--- src/rtl/apu_pkg.sv ---
// Shared APU definitions: channel 4 register selects and readback constants.
package apu_pkg;

    typedef enum logic [1:0] {
        CH4_NR41 = 2'd0,
        CH4_NR42 = 2'd1,
        CH4_NR43 = 2'd2,
        CH4_NR44 = 2'd3
    } ch4_reg_e;

    localparam logic [5:0] CH4_LEN_MAX  = 6'd63;
    localparam logic [7:0] NR44_RD_MASK = 8'hBF;

endpackage

--- src/rtl/ch4_reg_len_if.sv ---
// CPU register bus between the APU decoder and the channel 4 register file.
interface ch4_reg_len_if;

    logic       reg_cs;
    logic [1:0] reg_sel;
    logic       cpu_wr;
    logic       cpu_rd;
    logic [7:0] cpu_din;
    logic [7:0] cpu_dout;
    logic       cpu_doe;

    modport master (
        output reg_cs, reg_sel, cpu_wr, cpu_rd, cpu_din,
        input  cpu_dout, cpu_doe
    );

    modport slave (
        input  reg_cs, reg_sel, cpu_wr, cpu_rd, cpu_din,
        output cpu_dout, cpu_doe
    );

endinterface

--- src/rtl/ch4_len_ctr.sv ---
// Channel 4 length counter: counts len ticks up to wrap, then flags expiry in fugo_q.
module ch4_len_ctr
    import apu_pkg::*;
#(
    parameter int unsigned LEN_W = 6
) (
    input  logic             clk,
    input  logic             napu_reset,
    input  logic             clr,
    input  logic             load,
    input  logic [LEN_W-1:0] load_val,
    input  logic             trig,
    input  logic             tick,
    output logic             fugo_q
);

    logic [LEN_W-1:0] cnt_q;

    // Load beats trigger-reload beats tick; a tick colliding with a load is dropped.
    always_ff @(posedge clk) begin
        if (!napu_reset || clr) begin
            cnt_q  <= '0;
            fugo_q <= 1'b0;
        end else if (load) begin
            cnt_q  <= load_val;
            fugo_q <= 1'b0;
        end else if (trig && fugo_q) begin
            cnt_q  <= '0;
            fugo_q <= 1'b0;
        end else if (tick && !fugo_q) begin
            if (cnt_q == LEN_W'(CH4_LEN_MAX)) begin
                cnt_q  <= '0;
                fugo_q <= 1'b1;
            end else begin
                cnt_q <= cnt_q + 1'b1;
            end
        end
    end

endmodule

--- src/rtl/ch4_reg_len.sv ---
// NR41-NR44 register file, trigger latch and length counter for noise channel 4.
// CH4_LEN_WRITE_WHILE_OFF_EN keeps the length counter live and writable while the APU is off.
module ch4_reg_len
    import apu_pkg::*;
#(
    parameter int unsigned LEN_W   = 6,
    parameter logic [7:0]  RD_FILL = 8'hFF
) (
    input  logic         clk,
    input  logic         napu_reset,
    input  logic         apu_en,
    ch4_reg_len_if.slave bus,
    input  logic         len_tick,
    input  logic         rst_ff23_d7,
    output logic [7:0]   ff21,
    output logic [7:0]   ff22,
    output logic         ff23_d6,
    output logic         ff23_d7,
    output logic         fugo_q
);

    ch4_reg_e sel;
    logic     wr, wr20, wr21, wr22, wr23;
    logic     len_load, len_clr;

    assign sel  = ch4_reg_e'(bus.reg_sel);
    assign wr   = bus.cpu_wr && bus.reg_cs;
    assign wr20 = wr && (sel == CH4_NR41);
    assign wr21 = wr && (sel == CH4_NR42) && apu_en;
    assign wr22 = wr && (sel == CH4_NR43) && apu_en;
    assign wr23 = wr && (sel == CH4_NR44) && apu_en;

`ifdef CH4_LEN_WRITE_WHILE_OFF_EN
    assign len_load = wr20;
    assign len_clr  = 1'b0;
`else
    assign len_load = wr20 && apu_en;
    assign len_clr  = !apu_en;
`endif

    always_ff @(posedge clk) begin
        if (!napu_reset || !apu_en) begin
            ff21    <= 8'h00;
            ff22    <= 8'h00;
            ff23_d6 <= 1'b0;
            ff23_d7 <= 1'b0;
        end else begin
            if (wr21) ff21 <= bus.cpu_din;
            if (wr22) ff22 <= bus.cpu_din;
            if (wr23) ff23_d6 <= bus.cpu_din[6];
            // A new trigger outranks the channel's acknowledge on the same edge.
            if (wr23 && bus.cpu_din[7]) begin
                ff23_d7 <= 1'b1;
            end else if (rst_ff23_d7) begin
                ff23_d7 <= 1'b0;
            end
        end
    end

    // Tick gating uses the registered enable, i.e. the value before a same-edge FF23 write.
    ch4_len_ctr #(
        .LEN_W (LEN_W)
    ) u_len_ctr (
        .clk        (clk),
        .napu_reset (napu_reset),
        .clr        (len_clr),
        .load       (len_load),
        .load_val   (bus.cpu_din[LEN_W-1:0]),
        .trig       (wr23 && bus.cpu_din[7]),
        .tick       (len_tick && ff23_d6),
        .fugo_q     (fugo_q)
    );

    assign bus.cpu_doe = bus.cpu_rd && bus.reg_cs;

    always_comb begin
        bus.cpu_dout = 8'h00;
        if (bus.cpu_doe) begin
            case (sel)
                CH4_NR41: bus.cpu_dout = RD_FILL;
                CH4_NR42: bus.cpu_dout = ff21;
                CH4_NR43: bus.cpu_dout = ff22;
                CH4_NR44: bus.cpu_dout = NR44_RD_MASK | {1'b0, ff23_d6, 6'b000000};
                default:  bus.cpu_dout = 8'h00;
            endcase
        end
    end

endmodule
--- src/flat_wrapper.sv ---
// flat-port wrapper written by rule: the top's interface ports become plain ports
module ch4_reg_len_flat import apu_pkg::*;
#(
    parameter int unsigned LEN_W   = 6,
    parameter logic [7:0]  RD_FILL = 8'hFF
)
  (clk, napu_reset, apu_en, len_tick, rst_ff23_d7, ff21, ff22, ff23_d6, ff23_d7, fugo_q, bus_reg_cs, bus_reg_sel, bus_cpu_wr, bus_cpu_rd, bus_cpu_din, bus_cpu_dout, bus_cpu_doe);
  ch4_reg_len_if bus_i ();
  input  logic clk;
  input  logic napu_reset;
  input  logic apu_en;
  input  logic len_tick;
  input  logic rst_ff23_d7;
  output logic [7:0] ff21;
  output logic [7:0] ff22;
  output logic ff23_d6;
  output logic ff23_d7;
  output logic fugo_q;
  input wire logic [$bits(bus_i.reg_cs)-1:0] bus_reg_cs;
  input wire logic [$bits(bus_i.reg_sel)-1:0] bus_reg_sel;
  input wire logic [$bits(bus_i.cpu_wr)-1:0] bus_cpu_wr;
  input wire logic [$bits(bus_i.cpu_rd)-1:0] bus_cpu_rd;
  input wire logic [$bits(bus_i.cpu_din)-1:0] bus_cpu_din;
  output wire logic [$bits(bus_i.cpu_dout)-1:0] bus_cpu_dout;
  output wire logic [$bits(bus_i.cpu_doe)-1:0] bus_cpu_doe;
  assign bus_i.reg_cs = bus_reg_cs;
  assign bus_i.reg_sel = bus_reg_sel;
  assign bus_i.cpu_wr = bus_cpu_wr;
  assign bus_i.cpu_rd = bus_cpu_rd;
  assign bus_i.cpu_din = bus_cpu_din;
  assign bus_cpu_dout = bus_i.cpu_dout;
  assign bus_cpu_doe = bus_i.cpu_doe;
  ch4_reg_len #(.LEN_W(LEN_W), .RD_FILL(RD_FILL)) u_core (.clk(clk), .napu_reset(napu_reset), .apu_en(apu_en), .bus(bus_i), .len_tick(len_tick), .rst_ff23_d7(rst_ff23_d7), .ff21(ff21), .ff22(ff22), .ff23_d6(ff23_d6), .ff23_d7(ff23_d7), .fugo_q(fugo_q));
endmodule
--- config.mk ---
export PLATFORM = sky130hd
export DESIGN_NAME = ch4_reg_len_flat
export DESIGN_NICKNAME = d
export VERILOG_FILES = /design/src/rtl/apu_pkg.sv /design/src/rtl/ch4_reg_len_if.sv /design/src/rtl/ch4_len_ctr.sv /design/src/rtl/ch4_reg_len.sv /design/src/flat_wrapper.sv
export SDC_FILE = /design/constraint.sdc
export NUM_CORES = 1
export LEC_CHECK = 0
export CAP_MARGIN = 10
export CORE_UTILIZATION = 40
export CTS_BUF_LIST = sky130_fd_sc_hd__clkbuf_2 sky130_fd_sc_hd__clkbuf_4 sky130_fd_sc_hd__clkbuf_8
export CTS_CLUSTER_SIZE = 20
export DETAILED_ROUTE_END_ITERATION = 12
export GPL_TIMING_DRIVEN = 0
export PLACE_DENSITY = 0.72
export SLEW_MARGIN = 20
export SYNTH_ARGS = -nofsm -noshare
export SYNTH_HDL_FRONTEND = slang
export SYNTH_SLANG_ARGS = --single-unit
--- constraint.sdc ---
create_clock -name clk -period 1.5 [get_ports clk]
set_input_delay 0.3 -clock clk [delete_from_list [all_inputs] [get_ports clk]]
set_output_delay 0.3 -clock clk [all_outputs]
set_load 0.02 [all_outputs]
==> impl_metrics.tcl <==
set metrics [dict create \
    status "finished clean" \
    clockBufferDepth 2 \
    post_synth_inst_count 164 \
    synth_seq_area_share 0.378 \
    htree_levels 1 \
    yosysTopAreaCell "dfxtp_1" \
    vias 1454 \
    total_power_w 0.00120 \
    route.detailed.drc 0 \
    grt_overflow 0 \
    period_minus_slack_ns 1.47 \
    rows 20 \
    syn2layout_area_growth_pct 44.9 \
    syn-cell-area_um2 1330 \
    drt_iter0_markers 54 \
    fp.dieW_um 59.6 \
    ys_warn_count 0 \
    coreArea_um2 3100 \
    setup_viol_count_final 0 \
    ir_drop_v 0.000476 \
    cts.clk_slew.worst_paths_ns 0.15 \
    synth_top_area_frac 0.378 \
    start_util 0.427 \
    crit_path_start_kind "input pin" \
    pin_count 46 \
    cts_tree "done" \
    cts-root-buf "clkbuf_4" \
    synth-simple-area-share 0.245 \
    drtPass1Iterations 4 \
    hold_class "input pin to flip-flop" \
    io_buffer_count 43 \
    tightestPinTransition_ns 0.509 \
    powerDensity_nw_per_um2 622 \
    synth_edf_count 0 \
    hold_violations 0 \
    nets 235 \
    finalWirelength_mm 3.82 \
    drive_above_1_share 0.228 \
    syn-num-nets 183 \
    synth_flop_cell "dfxtp_1" \
    worst_slack_ns 0.0316 \
    n_fill_cell 306 \
    antenna_found_initial 0 \
    synth_top_family_by_area "compound AO/OA/AOI/OAI gates" \
    wl_per_cell_um 14.7 \
    crit_required_ns 1.20 \
    slew_headroom 0.661 \
    gp_congestion 0.823 \
    synthArstFlopShare 0 \
    yosys_register_bits 25 \
    synth_compound_area_frac 0.275 \
    post-route-period-util 0.979 \
    grt_setup_unrepaired "true" \
    leakagePower_nw 0.776 \
    dieArea_um2 3550 \
    synth_area_per_cell_um2 8.08 \
    synthXorXnorAreaFrac 0 \
    antenna_cells 0 \
    ys_top_cells_by_area "dfxtp_1 (38%), a21oi_1 (7.2%), nand2_1 (6.8%), o21ai_0 (6.4%), nor2_1 (3.4%)" \
    die_h_um 59.6 \
    synthMuxAreaShare 0.0312 \
    hold-worst-slack_ns 0.313 \
    slew_violations 0 \
    finalSetupTns_ns 0 \
    drv_cap 0 \
    grt_max_degree 16 \
    crit_path_max_fanout 10 \
    vias_per_cell 5.61 \
    dp_hpwl_mm 2.73 \
    crit_type "input pin to primary output" \
    crit_path_end_kind "primary output" \
    clock_sinks 25 \
    ant_nets 0 \
    synthAdderAreaFrac 0.00944 \
    worstPathArrival_ns 1.17 \
    ys_types 43 \
    place_ws_ns -0.801 \
    grtUsageTotal 0.226 \
    skew_ns 0.00245 \
    clock_latency_ns 0.32 \
    cts_buffers 3 \
    max_freq_mhz 681 \
    grt_pass1_vias 1366 \
    grt_pass1_wl_mm 6.15 \
]
## power by group
| group | internal [W] | switching [W] | total [W] | leakage, nW |
|---|---|---|---|---|
| clock network | 0.000102 | 0.000213 | 0.000315 | 0.0139 |
| registers | 0.000665 | 0.00000246 | 0.000668 | 0.204 |
| logic | 0.0000976 | 0.000115 | 0.000213 | 0.559 |
## metal layers
layer / track usage / wire length [µm] / vias to the layer above
met5: 0 / 0 / -
met4: 0.0598 / 39 / 0
met3: 0.0240 / 196 / 4
met2: 0.398 / 1930 / 46
met1: 0.294 / 1650 / 695
li1: - / - / 709
## cells by family (layout without fill, tap and decap cells)
| logic type | after synthesis | count (layout) |
|---|---|---|
| AOI/OAI and AO/OA | 60 | 60 |
| DFF | 25 | 25 |
| muxes | 4 | 4 |
| adders and majority gates | 1 | 1 |
| buffers and inverters | 13 | 64 |
| and+or+nand+nor | 61 | 61 |
## cells in the final DEF (no fill, tap or decap), types with 3 or more instances in the layout
cell type,n
nand2_1,23
dlygate4sd2_1,21
dfxtp_1,21
a21oi_1,19
buf_4,14
o21ai_0,14
clkdlybuf4s50_1,13
nor2_1,10
o22ai_1,5
o21ai_1,5
buf_6,4
mux2i_1,3
a31oi_1,3
nand3_1,3
clkbuf_4,3
dfxtp_2,3
## critical path, stage by stage
cell	delay (ns)
buf_8	0.12
nand2b_4	0.14
buf_6	0.11
buf_8	0.13
o22ai_2	0.16
nor2_2	0.05
buf_4	0.15
## worst paths after layout
check	end	cells past startpoint	start	slack, ns
worst max-delay path	bus_cpu_dout[5]	7	bus_reg_sel[0]	0.03
worst min-delay path	u_core.ff23_d7	3	bus_reg_sel[0]	0.31
worst max register to register	u_core.u_len_ctr.cnt_q[4]	5	u_core.u_len_ctr.cnt_q[0]	0.04
worst min register to register	u_core.ff23_d7	2	u_core.ff23_d7	0.49
## registers in the layout (all words and copies together) (netlist names)
name	flops
u_core.u_len_ctr.fugo_q	1
u_core.u_len_ctr.cnt_q	6
u_core.ff21	8
u_core.ff22	8
u_core.ff23_d7	1
u_core.ff23_d6	1
## Yosys cell counts, types with 2 or more instances
cell and n:
nor3_1 2, nand2b_1 3, o21ai_0 17, a211oi_1 2
o22ai_1 7, a21oi_1 19, nand4_1 2, a31oi_1 3
nor2_1 12, and3_1 3, o211ai_1 2, clkbuf_1 3
nand3_1 3, buf_4 2, and2_1 2, nand2_1 24
buf_2 2, o21ai_1 2, inv_1 2, mux2i_1 3
buf_6 3, dfxtp_1 25
## per-stage QoR
step	util	area, µm²	std cells
floorplan	-	1330	164
global placement	0.586	1820	251
detailed placement	0.586	1820	251
CTS	0.605	1880	256
global route	0.619	1920	259
finish	0.619	1920	259
## cell type report
cell class	count	area, µm²	area share
clock buffers	3	22.5	0.0117
multi-input cells	126	808	0.421
plain buffers	10	95.1	0.0495
clock inverters	1	7.51	0.00391
repair buffers	48	417	0.217
inverters	2	7.51	0.00391
flip-flops and latches	25	508	0.264
well taps	44	55.1	0.0287
## repair_timing
item / CTS / global route
setup buffers: 2 / 3
setup endpoints to repair: 30 / 19
resized for setup: 84 / 11
pin swaps: 3 / 2
hold buffers: 0 / 0
(Power assumes the default switching activity.)
